`src/rtl/regs_dump_if.sv`:
```
// Signal bundle between regs_dump, the register file's second read port and the dump consumer.
interface regs_dump_if;
  logic        start;
  logic [4:0]  dumpReg;
  logic [31:0] dumpData;
  logic        outValid;
  logic        outReady;
  logic [4:0]  outIndex;
  logic [31:0] outData;
  logic        busy;
  logic        done;
  logic [31:0] checksum;
  logic [2:0]  dbgState;

  modport master (
    input  start, dumpData, outReady,
    output dumpReg, outValid, outIndex, outData, busy, done, checksum, dbgState
  );

  modport slave (
    output start, dumpData, outReady,
    input  dumpReg, outValid, outIndex, outData, busy, done, checksum, dbgState
  );
endinterface

```
`src/rtl/regs_dump.sv`:
```
// Walks register indices FIRST_REG..LAST_REG through the register file's second read port
// and streams each captured value with its index, finishing with a 32-bit checksum and a done pulse.
module regs_dump #(
  parameter int unsigned FIRST_REG = 0,
  parameter int unsigned LAST_REG  = 31
) (
  input  logic         clock,
  input  logic         reset,
  regs_dump_if.master  bus
);

  typedef enum logic [2:0] {
    S_IDLE = 3'd0,
    S_ADDR = 3'd1,
    S_WAIT = 3'd2,
    S_OUT  = 3'd3,
    S_DONE = 3'd4
  } state_e;

  localparam logic [4:0] FIRST_IDX = 5'(FIRST_REG);
  localparam logic [4:0] LAST_IDX  = 5'(LAST_REG);

  state_e      state_q, state_d;
  logic [4:0]  idx_q, idx_d;
  logic [4:0]  out_index_q, out_index_d;
  logic [31:0] out_data_q, out_data_d;
  logic [31:0] checksum_q, checksum_d;

  always_ff @(posedge clock or posedge reset) begin
    if (reset) begin
      state_q <= S_IDLE;
    end else begin
      state_q <= state_d;
    end
  end

  always_ff @(posedge clock or posedge reset) begin
    if (reset) begin
      idx_q       <= FIRST_IDX;
      out_index_q <= 5'd0;
      out_data_q  <= 32'd0;
      checksum_q  <= 32'd0;
    end else begin
      idx_q       <= idx_d;
      out_index_q <= out_index_d;
      out_data_q  <= out_data_d;
      checksum_q  <= checksum_d;
    end
  end

  // Stream handshake: a value transfers on a rising edge where outValid && outReady;
  // outValid is decoded from the state register only, and outIndex/outData hold until then.
  always_comb begin
    state_d = state_q;
    case (state_q)
      S_IDLE:  if (bus.start) state_d = S_ADDR;
      S_ADDR:  state_d = S_WAIT;
      S_WAIT:  state_d = S_OUT;
      S_OUT:   if (bus.outReady) state_d = (idx_q == LAST_IDX) ? S_DONE : S_ADDR;
      S_DONE:  state_d = S_IDLE;
      default: state_d = S_IDLE;
    endcase
  end

  always_comb begin
    idx_d       = idx_q;
    out_index_d = out_index_q;
    out_data_d  = out_data_q;
    checksum_d  = checksum_q;
    case (state_q)
      S_IDLE: begin
        idx_d = FIRST_IDX;
        if (bus.start) checksum_d = 32'd0;
      end
      S_WAIT: begin
        out_data_d  = bus.dumpData;
        out_index_d = idx_q;
        checksum_d  = checksum_q + bus.dumpData;
      end
      // The last index exits to DONE without incrementing, so idx never wraps.
      S_OUT: begin
        if (bus.outReady && (idx_q != LAST_IDX)) idx_d = idx_q + 5'd1;
      end
      S_DONE: idx_d = FIRST_IDX;
      default: ;
    endcase
  end

  assign bus.dumpReg  = idx_q;
  assign bus.outValid = (state_q == S_OUT);
  assign bus.busy     = (state_q != S_IDLE);
  assign bus.done     = (state_q == S_DONE);
  assign bus.outIndex = out_index_q;
  assign bus.outData  = out_data_q;
  assign bus.checksum = checksum_q;
  assign bus.dbgState = state_q;

endmodule
```
`src/flat_wrapper.sv`:
```
// flat-port wrapper written by rule: the top's interface ports become plain ports
module regs_dump_flat 
#(
  parameter int unsigned FIRST_REG = 0,
  parameter int unsigned LAST_REG  = 31
)
  (clock, reset, bus_start, bus_dumpData, bus_outReady, bus_dumpReg, bus_outValid, bus_outIndex, bus_outData, bus_busy, bus_done, bus_checksum, bus_dbgState);
  regs_dump_if bus_i ();
  input  logic clock;
  input  logic reset;
  input wire logic [$bits(bus_i.start)-1:0] bus_start;
  input wire logic [$bits(bus_i.dumpData)-1:0] bus_dumpData;
  input wire logic [$bits(bus_i.outReady)-1:0] bus_outReady;
  output wire logic [$bits(bus_i.dumpReg)-1:0] bus_dumpReg;
  output wire logic [$bits(bus_i.outValid)-1:0] bus_outValid;
  output wire logic [$bits(bus_i.outIndex)-1:0] bus_outIndex;
  output wire logic [$bits(bus_i.outData)-1:0] bus_outData;
  output wire logic [$bits(bus_i.busy)-1:0] bus_busy;
  output wire logic [$bits(bus_i.done)-1:0] bus_done;
  output wire logic [$bits(bus_i.checksum)-1:0] bus_checksum;
  output wire logic [$bits(bus_i.dbgState)-1:0] bus_dbgState;
  assign bus_i.start = bus_start;
  assign bus_i.dumpData = bus_dumpData;
  assign bus_i.outReady = bus_outReady;
  assign bus_dumpReg = bus_i.dumpReg;
  assign bus_outValid = bus_i.outValid;
  assign bus_outIndex = bus_i.outIndex;
  assign bus_outData = bus_i.outData;
  assign bus_busy = bus_i.busy;
  assign bus_done = bus_i.done;
  assign bus_checksum = bus_i.checksum;
  assign bus_dbgState = bus_i.dbgState;
  regs_dump #(.FIRST_REG(FIRST_REG), .LAST_REG(LAST_REG)) u_core (.clock(clock), .reset(reset), .bus(bus_i));
endmodule
```
`config.mk`:
```
export PLATFORM = sky130hd
export DESIGN_NAME = regs_dump_flat
export DESIGN_NICKNAME = d
export VERILOG_FILES = /design/src/rtl/regs_dump_if.sv /design/src/rtl/regs_dump.sv /design/src/flat_wrapper.sv
export SDC_FILE = /design/constraint.sdc
export NUM_CORES = 1
export LEC_CHECK = 0
export BUFFER_PORTS_ARGS = -buffer_cell sky130_fd_sc_hd__buf_4
export CORE_ASPECT_RATIO = 1.1
export CORE_UTILIZATION = 46
export CTS_CLUSTER_SIZE = 28
export DETAILED_ROUTE_END_ITERATION = 6
export GPL_TIMING_DRIVEN = 0
export MAX_ROUTING_LAYER = met4
export PLACE_DENSITY = 0.71
export SLEW_MARGIN = 25
export SYNTH_ARGS = -nofsm -noshare
export SYNTH_HDL_FRONTEND = slang
export SYNTH_SLANG_ARGS = --single-unit
```
`constraint.sdc`:
```
create_clock -name clock -period 3.3 [get_ports clock]
set_input_delay 0.165 -clock clock [delete_from_list [all_inputs] [get_ports clock]]
set_output_delay 0.165 -clock clock [all_outputs]
set_load 0.005 [all_outputs]
```
==> results.md, run 1 <==
CTS:
- In this run, CTS created clock tree buffers numbering 9.
- The source-to-sink clock delay at the later pin of the worst-skew pair is ~0.36 ns.
- The buffer cell driving the clock tree root is clkbuf_8.
- After clock tree synthesis, the clock-pin slew on the worst setup and hold paths is approximately 0.080 ns.
- The H-tree was split into 3 levels.
- The count of clock tree sinks is 77.
- The number of buffers between clock root and the deepest sink is 2.
- The TritonCTS clock tree is done.

Worst setup path:
- Tracing the worst setup path back leads to its startpoint at bus_dumpData[0].
- The largest single stage delay on the critical path is 0.53 ns.
- The launching point of the worst reg2reg path is u_core.bus.checksum[0]$_DFFE_PP0P_.
- The startpoint type of the worst setup path is an input pin.
- The worst setup path is captured at a flip-flop.
- The slowest stage of the critical path is the dlygate4sd3_1 cell.
- The signal on the critical path passes through dlygate4sd3_1, buf_4, ha_1, inv_1, fa_1, nand2b_1, a21oi_4, o211ai_2, o311a_4, o221ai_2, a31o_4, a41oi_2, xor2_1, o21ai_1.
- The depth of the worst register-to-register path is 12.
- The required time reported for the critical path endpoint is 3.53 ns.
- The worst register-to-register path ends at u_core.bus.checksum[30]$_DFFE_PP0P_.
- In this run the register-to-register setup slack is between 0.3 and 0.4 ns.
- By startpoint and endpoint, the worst setup path is classified as in -> reg.
- The most critical setup path has its endpoint at u_core.bus.checksum[30]$_DFFE_PP0P_.
- The maximum fanout count along the critical path is 4.
- For the worst setup path, the data arrival time is about 3.2 ns.

Power and ir drop:
- Summed over all cells, the static leakage comes to 3.03 nW.
- The maximum resistive drop on vdd is 432 uV.
- The power per unit of standard cell area is 968 nW/um^2.

Detailed routing:
- The number of routed nets with antenna violations is 0.
- The met3 routed wirelength is 534 um.
- The initial detailed-routing violation count is 140.
- After detailed routing, the average wire length per cell comes to 14.9 um.
- The detailed router placed 4156 vias in this run.
- The uppermost metal layer occupied by signal nets is met4.
- Before antenna repair, the detailed router went through 4 iterations.
- The met2 routed wirelength is between 5000 and 6000 um.
- The routed wire length is 11600 um.
- After detailed routing, the number of vias per cell comes to 5.37.
- After detailed routing, the wire length on met1 is between 5000 and 6000 um.
- The DRC violation count after routing is 0.

Timing:
- The period utilization is 0.893.
- The setup slack after layout is 0.352 ns.
- The number of max-slew violations in the final report is 0.
- The total count of hold-check failures in the final report is 0.
- For the pin with the worst max-slew slack, the measured transition is 0.581 ns.
- The number of endpoints failing setup at the final stage is 0.
- Setup repair after global routing left no endpoint under its margin.
- The post-route clock skew is 0.00568 ns.
- The setup total negative slack is 0 ns.
- The worst slew slack as a fraction of its limit is 0.613.
- The final critical path time including I/O delays and setup is approximately 2.9 ns.
- The maximum achievable frequency is 339 MHz.

Logic synthesis:
- Synthesis produced a netlist whose cell count is 517.
- The number of warnings issued by yosys is 0.
- The leading register cell type out of synthesis is dfrtp_1.
- The share of synthesized registers carrying an async set or reset is 1.00.
- The register bit count reported by yosys is 77.
- The share of the Yosys chip area taken by registers is 0.424.
- By count the netlist is led by nand2_1 (160), dfrtp_1 (77), o21ai_0 (40), ha_1 (33), a21oi_1 (26).
- Of the post-synthesis cell area, the dominant cell type holds 0.424.
- The number of different library cells in the post-synthesis netlist is 56.
- Yosys mapped a number of flops with a built-in enable equal to 0.
- The library cell with the largest summed area after synthesis is dfrtp_1.
- In this run the mean area of a mapped cell was 8.80 sq um.
- Sorting the synthesized cells by area gives the leading types as dfrtp_1 (42%), nand2_1 (13%), ha_1 (9.1%), o21ai_0 (4.4%), xor2_1 (2.9%).
- nand2_1 is the most common cell in the netlist.
- When the netlist entered floorplanning its net count stood at 587.
- The post-synthesis instance area is 4550 sq um.

Run status:
- The run finished with clean final reports.

GRT:
- The global-route wire length before repair is between 15000 and 20000 um.
- The largest net degree at the start of global routing is 42.
- The total global-route track usage is 0.240.
- The number of global-route vias before repair came to slightly above 4k.
- The aggregate global routing overflow is 0.
- The number of antenna violations at the first check in global routing is 0.

Floorplanning:
- During I/O placement, the number of pins put on the boundary was 116.
- The die height is 106 um.
- The floorplan has 37 rows.
- The area of the core is about 9500 sq um.
- The effective utilization at floorplan is 0.479.
- The x dimension of the die is roughly 97 um.
- The floorplan step defined a die boundary enclosing 10300 sq um.

Finish:
- Of the cells placed in the final design, the portion with a size suffix greater than 1 is 0.224.
- In the final design database the tool counted approximately 720 nets.
- The area added between synthesis and finish is 28.2%.
- The multi-input combinational cells in the finished layout cover a total of 2520 sq um.
- The diode insertion count for antenna repair is 0.
- The area of all sequential standard cells is between 1500 and 2000 sq um.
- Fill cells in the final layout number 856.

Min path:
- The worst hold path belongs to the class in -> reg.

Placed design:
- The number of port buffers is 115.
- Before CTS, the worst setup slack after placement is 0.436 ns.
- Summed over all nets, the half-perimeter wirelength after detailed placement is 8610 um.
- The congestion estimate from routability-driven global placement came to between 0.8 and 0.9.

Run:
- Max-cap violations in this run came to 0.
[worst max-delay path, delay by kind of cell]
kind / cells / cell delay (ns)
AOI/OAI and AO/OA: 7 / 1.35
buffers and inverters: 3 / 0.71
xor gates and xnor gates: 1 / 0.16
and+or+nand+nor: 1 / 0.22
adders and majority gates: 2 / 0.56
[power by group]
group	total, W	internal, W	leakage, nW	switching, W
sequential	0.00171	0.00138	0.964	0.000321
clock	0.000624	0.000288	0.0833	0.000335
combinational	0.00331	0.00155	1.98	0.00176
total	0.00564	0.00323	3.03	0.00242
[layout by cell type, fill, tap and decap left out, types with 15 or more instances in the layout]
cell type	n
nand2_1	160
buf_4	115
dfrtp_1	77
o21ai_0	40
ha_1	33
a21oi_1	26
nor2_1	23
clkbuf_1	19
a21o_1	15
xor2_1	15
[how the worst min path moves through the flow]
stage	startpoint	endpoint	slack, ns	cells past startpoint
6_report	bus_dumpData[18]	u_core.bus.outData[18]$_DFFE_PP0P_	0.01	3
5_1_grt	bus_dumpData[18]	u_core.bus.outData[18]$_DFFE_PP0P_	0.006	3
4_1_cts	bus_dumpData[0]	u_core.bus.outData[0]$_DFFE_PP0P_	0.0009	3
3_5_place_dp	reset	u_core.bus.outData[30]$_DFFE_PP0P_	0.26	2
3_3_place_gp	bus_dumpData[2]	u_core.bus.outData[2]$_DFFE_PP0P_	0.37	3
2_1_floorplan	bus_dumpData[0]	u_core.bus.outData[0]$_DFFE_PP0P_	0.27	2
[metrics by stage]
stage          utilization  cell area, sq um  instances  total power (W)  hold WS, ns
6_report             0.614              5830        774          0.00564       0.0124
5_1_grt              0.614              5830        774          0.00617      0.00642
4_1_cts              0.613              5820        773          0.00569     0.000876
3_5_place_dp         0.588              5580        750          0.00503        0.260
3_3_place_gp         0.586              5560        749          0.00492        0.372
2_1_floorplan            -              4550        517          0.00376        0.270
[sequential cells by signal, indices dropped and copies added (netlist names)]
register and flops:
u_core.bus.checksum 32, u_core.bus.dbgState 3, u_core.bus.dumpReg 5, u_core.bus.outData 32
u_core.bus.outIndex 5
[final cells by class]
class | count | share of cell area
Clock inverter | 2 | 0.00172
Clock buffer | 13 | 0.0255
Sequential cell | 77 | 0.330
Tap cell | 117 | 0.0251
Timing Repair Buffer | 125 | 0.167
Inverter | 10 | 0.00687
Buffer | 18 | 0.0118
Multi-Input combinational cell | 412 | 0.432
[cell families (layout without fill, tap and decap cells)]
| logic type | after synthesis | after routing | share of synthesized area |
|---|---|---|---|
| simple gates | 220 | 220 | 0.203 |
| xor+xnor | 27 | 27 | 0.0520 |
| flops | 77 | 77 | 0.424 |
| fa+ha+maj | 34 | 34 | 0.0952 |
| buf+inv | 28 | 168 | 0.0234 |
| mux | 4 | 4 | 0.00880 |
| compound gates | 127 | 127 | 0.194 |
[metal layers]
layer  global-route usage  vias to the layer above
met5                    -                        -
met1                0.295                     1984
li1                     -                     2043
met4               0.0832                        0
met3               0.0427                       16
met2                0.398                      113
[repair_timing]
| action | in CTS | in global routing |
|---|---|---|
| endpoints found under the hold margin | 47 | 1 |
| hold buffers | 8 | 1 |
| resized for setup | 0 | 0 |
| buffers inserted | 0 | 0 |
Power figures use the tool's default switching activity.
==> inputs of run 2 (changes only) <==
--- a/config.mk
+++ b/config.mk
@@ -5,6 +5,7 @@
 export SDC_FILE = /design/constraint.sdc
 export NUM_CORES = 1
 export LEC_CHECK = 0
+export ABC_AREA = 1
 export BUFFER_PORTS_ARGS = -buffer_cell sky130_fd_sc_hd__buf_4
 export CORE_ASPECT_RATIO = 1.1
 export CORE_UTILIZATION = 46
@@ -12,7 +13,9 @@
 export DETAILED_ROUTE_END_ITERATION = 6
 export GPL_TIMING_DRIVEN = 0
 export MAX_ROUTING_LAYER = met4
-export PLACE_DENSITY = 0.71
+export PLACE_DENSITY = 0.69
+export REMOVE_ABC_BUFFERS = 1
+export SETUP_SLACK_MARGIN = 0.5
 export SLEW_MARGIN = 25
 export SYNTH_ARGS = -nofsm -noshare
 export SYNTH_HDL_FRONTEND = slang
==> results.md, run 2 <==
GRT:
- The total global-route track usage came to 0.245 (+0.00545).
- The number of antenna violations at the first check in global routing came to 0 (unchanged).
- The aggregate global routing overflow was 0 (unchanged).
- The number of global-route vias before repair came to 4840 (+18%).
- The global-route wire length before repair is 22700 um (+18%).
- The largest net degree at the start of global routing is 58 (+38%).

Timing:
- The number of max-slew violations in the final report came to 0 (unchanged).
- The final critical path time including I/O delays and setup is 2.19 ns (-0.755 ns).
- Setup repair after global routing left no endpoint under its margin.
- The total count of hold-check failures in the final report is 0 (unchanged).
- The worst slew slack as a fraction of its limit is 0.569 (-0.0443).
- The period utilization was 0.665 (-0.229).
- The post-route clock skew is 0.0101 ns (+0.00443 ns).
- The maximum achievable frequency was 456 MHz (+34%).
- The setup total negative slack came to 0 ns (unchanged).
- The transition time of the tightest slew-check pin is 0.646 ns (+0.0649 ns).
- The setup slack after layout is 1.11 ns (+0.755 ns).
- The number of endpoints failing setup at the final stage is 0 (unchanged).

Worst setup path:
- The worst register-to-register path ends at u_core.bus.checksum[6]$_DFFE_PP0P_.
- The critical setup path kind is reg -> reg.
- The depth of the worst register-to-register path is 7 (-5).
- The launching point of the worst reg2reg path is u_core.bus.dbgState[0]$_DFFE_PP0P_.
- STA classifies the critical path startpoint as a flip-flop.
- The capturing element type of the critical path is a flip-flop.
- The maximum fanout count along the critical path is 57 (+53).
- The required time reported for the critical path endpoint was 3.57 ns (+0.04 ns).
- The setup slack on the worst flop-to-flop path is 1.11 ns (+0.74 ns).
- The critical path arrival is 2.46 ns (-0.72 ns).

Floorplanning:
- The effective utilization at floorplan is 0.469 (-0.0100).
- The x dimension of the die is 105 um (+8.5%).
- The area of the core is 11400 sq um (+21%).
- The I/O pin total came to 116 (unchanged).
- The die area came to 12100 sq um (+18%).
- The cell row count is 41 (+11%).
- The die height is 115 um (+8.5%).

CTS:
- The post-cts sizing count is 0 (unchanged).
- The number of buffers inserted by hold repair at cts was 1 (-7).
- CTS placed an instance of clkbuf_16 at the clock tree root.
- The setup fix buffers added after clock tree synthesis came to 0 (unchanged).
- The TritonCTS clock tree is done.
- The clock buffer count from CTS is 9 (unchanged).
- The H-tree depth reported by CTS was 3 (unchanged).
- The source-to-sink clock delay at the later pin of the worst-skew pair was 0.34 ns (-0.02 ns).
- The number of buffers between clock root and the deepest sink came to 2 (unchanged).
- The count of clock tree sinks is 77 (unchanged).
- The clock transition at the register clock pins on the worst setup and hold paths after CTS is 0.07 ns (about the same).

Power and ir drop:
- The combinational group share of total power was 0.565 (-0.022).
- The share of total power in the clock network is 0.165 (+0.054).
- The portion of total power attributed to sequential cells is 0.270 (-0.032).
- The maximum resistive drop on vdd was 390 uV (-9.7%).
- The internal portion of total power was 0.00346 W (+7.2%).
- The power per unit of standard cell area is 921 nW/um^2 (-4.8%).
- The switching share of total power was 0.444 (+0.0153).
- The net switching power figure was 0.00276 W (+14%).
- The cell leakage power is 4.01 nW (+32%).

Logic synthesis:
- The number of different library cells in the post-synthesis netlist is 33 (-41%).
- The number of instances in the synthesized netlist is 826 (+60%).
- By area the synthesized netlist is led by dfrtp_1 (36%), nand2_1 (26%), inv_1 (8.7%), ha_1 (7.7%), nand3_1 (3.6%).
- The library cell with the largest summed area after synthesis is dfrtp_1.
- By area, the combinational part of the netlist is dominated by simple AND/OR/NAND/NOR gates.
- The post-synthesis average cell area came to 6.50 sq um (-26%).
- The most common cell in the synthesized netlist is nand2_1.
- The number of enable flip-flop cells after synthesis is 0 (unchanged).
- The post-synthesis adder-cell area fraction is 0.0806 (-0.0145).
- The post-synthesis instance area is 5370 sq um (+18%).
- The leading register cell type out of synthesis is dfrtp_1.
- The share of synthesized registers carrying an async set or reset is 1.00 (unchanged).
- The share of cell area taken by muxes after synthesis is 0 (-0.00880).
- The simple-gate portion of the synthesized area was 0.383 (+0.180).
- The part of the Yosys area used for sequential elements is 0.359 (-0.0647).
- The complex-gate fraction of the synthesized area came to 0.0653 (-0.129).
- The number of warnings issued by yosys came to 0 (unchanged).
- Ranked by instance count, the synthesized netlist is headed by nand2_1 (376), inv_1 (125), dfrtp_1 (77), nor2_1 (45), nand3_1 (39).
- The area share of the leading cell type in the synthesized netlist came to 0.359 (-0.0647).
- The register bit count reported by yosys is 77 (unchanged).
- The synthesized-area fraction occupied by xor and xnor cells is 0.00816 (-0.0438).

Placed design:
- The number of port buffers is 115 (unchanged).
- The estimated wirelength of the detail-placed design is 10600 um (+23%).
- The placer congestion estimate came to 0.895 (+3.9%).
- The pre-CTS worst setup slack is 1.14 ns (+0.703 ns).

Min path:
- In this run the most critical hold path is launched from bus_dumpData[30].
- The endpoint of the worst hold path is u_core.bus.outData[30]$_DFFE_PP0P_.
- The worst hold path belongs to the class in -> reg.
- The cell count of the worst hold path is 3 (unchanged).

Detailed routing:
- The routed wire length is 13600 um (+17%).
- The total number of vias was 5144 (+24%).
- The DRC violation count after routing came to 0 (unchanged).
- The detailed-route vias per instance was 4.69 (-13%).
- The iteration count of the initial detailed-routing pass is 4 (unchanged).
- The number of routed nets with antenna violations was 0 (unchanged).
- The initial detailed-routing violation count came to 184 (+31%).
- The average wire length per cell after detail routing is 12.4 um (-17%).

Finish:
- The area growth from synthesis to layout is 25.7%.
- The post-layout net count is 1012 (+40%).
- The fraction of layout instances using a drive strength above 1 is 0.180 (-0.0442).
- The fill cell total of the finished layout was 1150 (+34%).
- Leaving out fill and tap cells, the most frequent cell in the layout is nand2_1.
- The library cells used most frequently in the layout, excluding fill and tap cells, are nand2_1 (376), inv_1 (124), buf_4 (115), dfrtp_1 (77), nor2_1 (45).
- The diode insertion count for antenna repair is 0 (unchanged).

Run status:
- The flow ran to the end, and the final reports show no timing, DRC or antenna violations.

Run:
- The max-capacitance violation count was 0 (unchanged).
[run 2: cell types whose count changed after synthesis, sizes merged, moves of 15 or more]
cell,delta
nand2,+229
inv,+120
nand3,+42
nor2,+30
o21ai,-18
a21o,-15
[run 2: logic make-up after synthesis]
logic type / after synthesis
adders and majority gates: 34
buffers and inverters: 144
AOI/OAI and AO/OA: 66
DFF: 77
xor gates and xnor gates: 5
and+or+nand+nor: 500
[run 2: worst max-delay path, stage by stage (launching register included)]
cell and delay, ns:
dfrtp_1 0.42, nor2_1 0.26, inv_2 0.09, nor2_4 0.51, inv_4 0.42, a21oi_1 0.20
o21ai_0 0.12, nand2_1 0.09
[run 2: final cells by class]
type,instances,area [sq um],area share
flip-flops and latches,77,1930,0.286
well taps,150,188,0.0278
clock inverters,6,71.3,0.0106
inverters,130,493,0.0731
multi-input cells,605,2900,0.430
repair buffers,119,928,0.138
clock buffers,10,239,0.0354
[run 2: layer usage]
metal | wire, um | up-vias | global-route usage
li1 | - | 2761 | -
met1 | 6070 | 2275 | 0.288
met2 | 6780 | 96 | 0.439
met3 | 538 | 12 | 0.0391
met4 | 186 | 0 | 0.0620
met5 | 0 | - | -
[run 2: power by group through the flow]
stage	sequential [W]	combinational [W]	clock, W
after global placement	0.00168	0.00345	0
after global routing	0.00174	0.00401	0.00110
after detailed placement	0.00169	0.00353	0
final	0.00168	0.00352	0.00102
after CTS	0.00168	0.00355	0.00104
after floorplan	0.00170	0.00215	0
[run 2: how the worst max path moves through the flow]
stage	from	to	slack (ns)	depth (start not counted)
floorplan	u_core.bus.dbgState[0]$_DFFE_PP0P_	u_core.bus.checksum[12]$_DFFE_PP0P_	0.71	7
finish	u_core.bus.dbgState[0]$_DFFE_PP0P_	u_core.bus.checksum[6]$_DFFE_PP0P_	1.11	7
global route	u_core.bus.dbgState[0]$_DFFE_PP0P_	u_core.bus.checksum[6]$_DFFE_PP0P_	0.86	7
CTS	u_core.bus.dbgState[0]$_DFFE_PP0P_	u_core.bus.checksum[6]$_DFFE_PP0P_	1.08	7
detailed placement	u_core.bus.dbgState[0]$_DFFE_PP0P_	u_core.bus.checksum[12]$_DFFE_PP0P_	1.14	7
global placement	u_core.bus.dbgState[0]$_DFFE_PP0P_	u_core.bus.checksum[12]$_DFFE_PP0P_	-0.72	7
[run 2: stage by stage]
step | instance area [sq um] | hold WS [ns] | cells | power, W | utilization
2_1_floorplan | 5300 | 0.282 | 812 | 0.00384 | -
3_3_place_gp | 6350 | 0.381 | 1077 | 0.00513 | 0.555
3_5_place_dp | 6430 | 0.232 | 1080 | 0.00522 | 0.562
4_1_cts | 6750 | 0.0247 | 1097 | 0.00627 | 0.590
5_1_grt | 6750 | 0.0263 | 1097 | 0.00685 | 0.590
6_report | 6750 | 0.0326 | 1097 | 0.00622 | 0.590
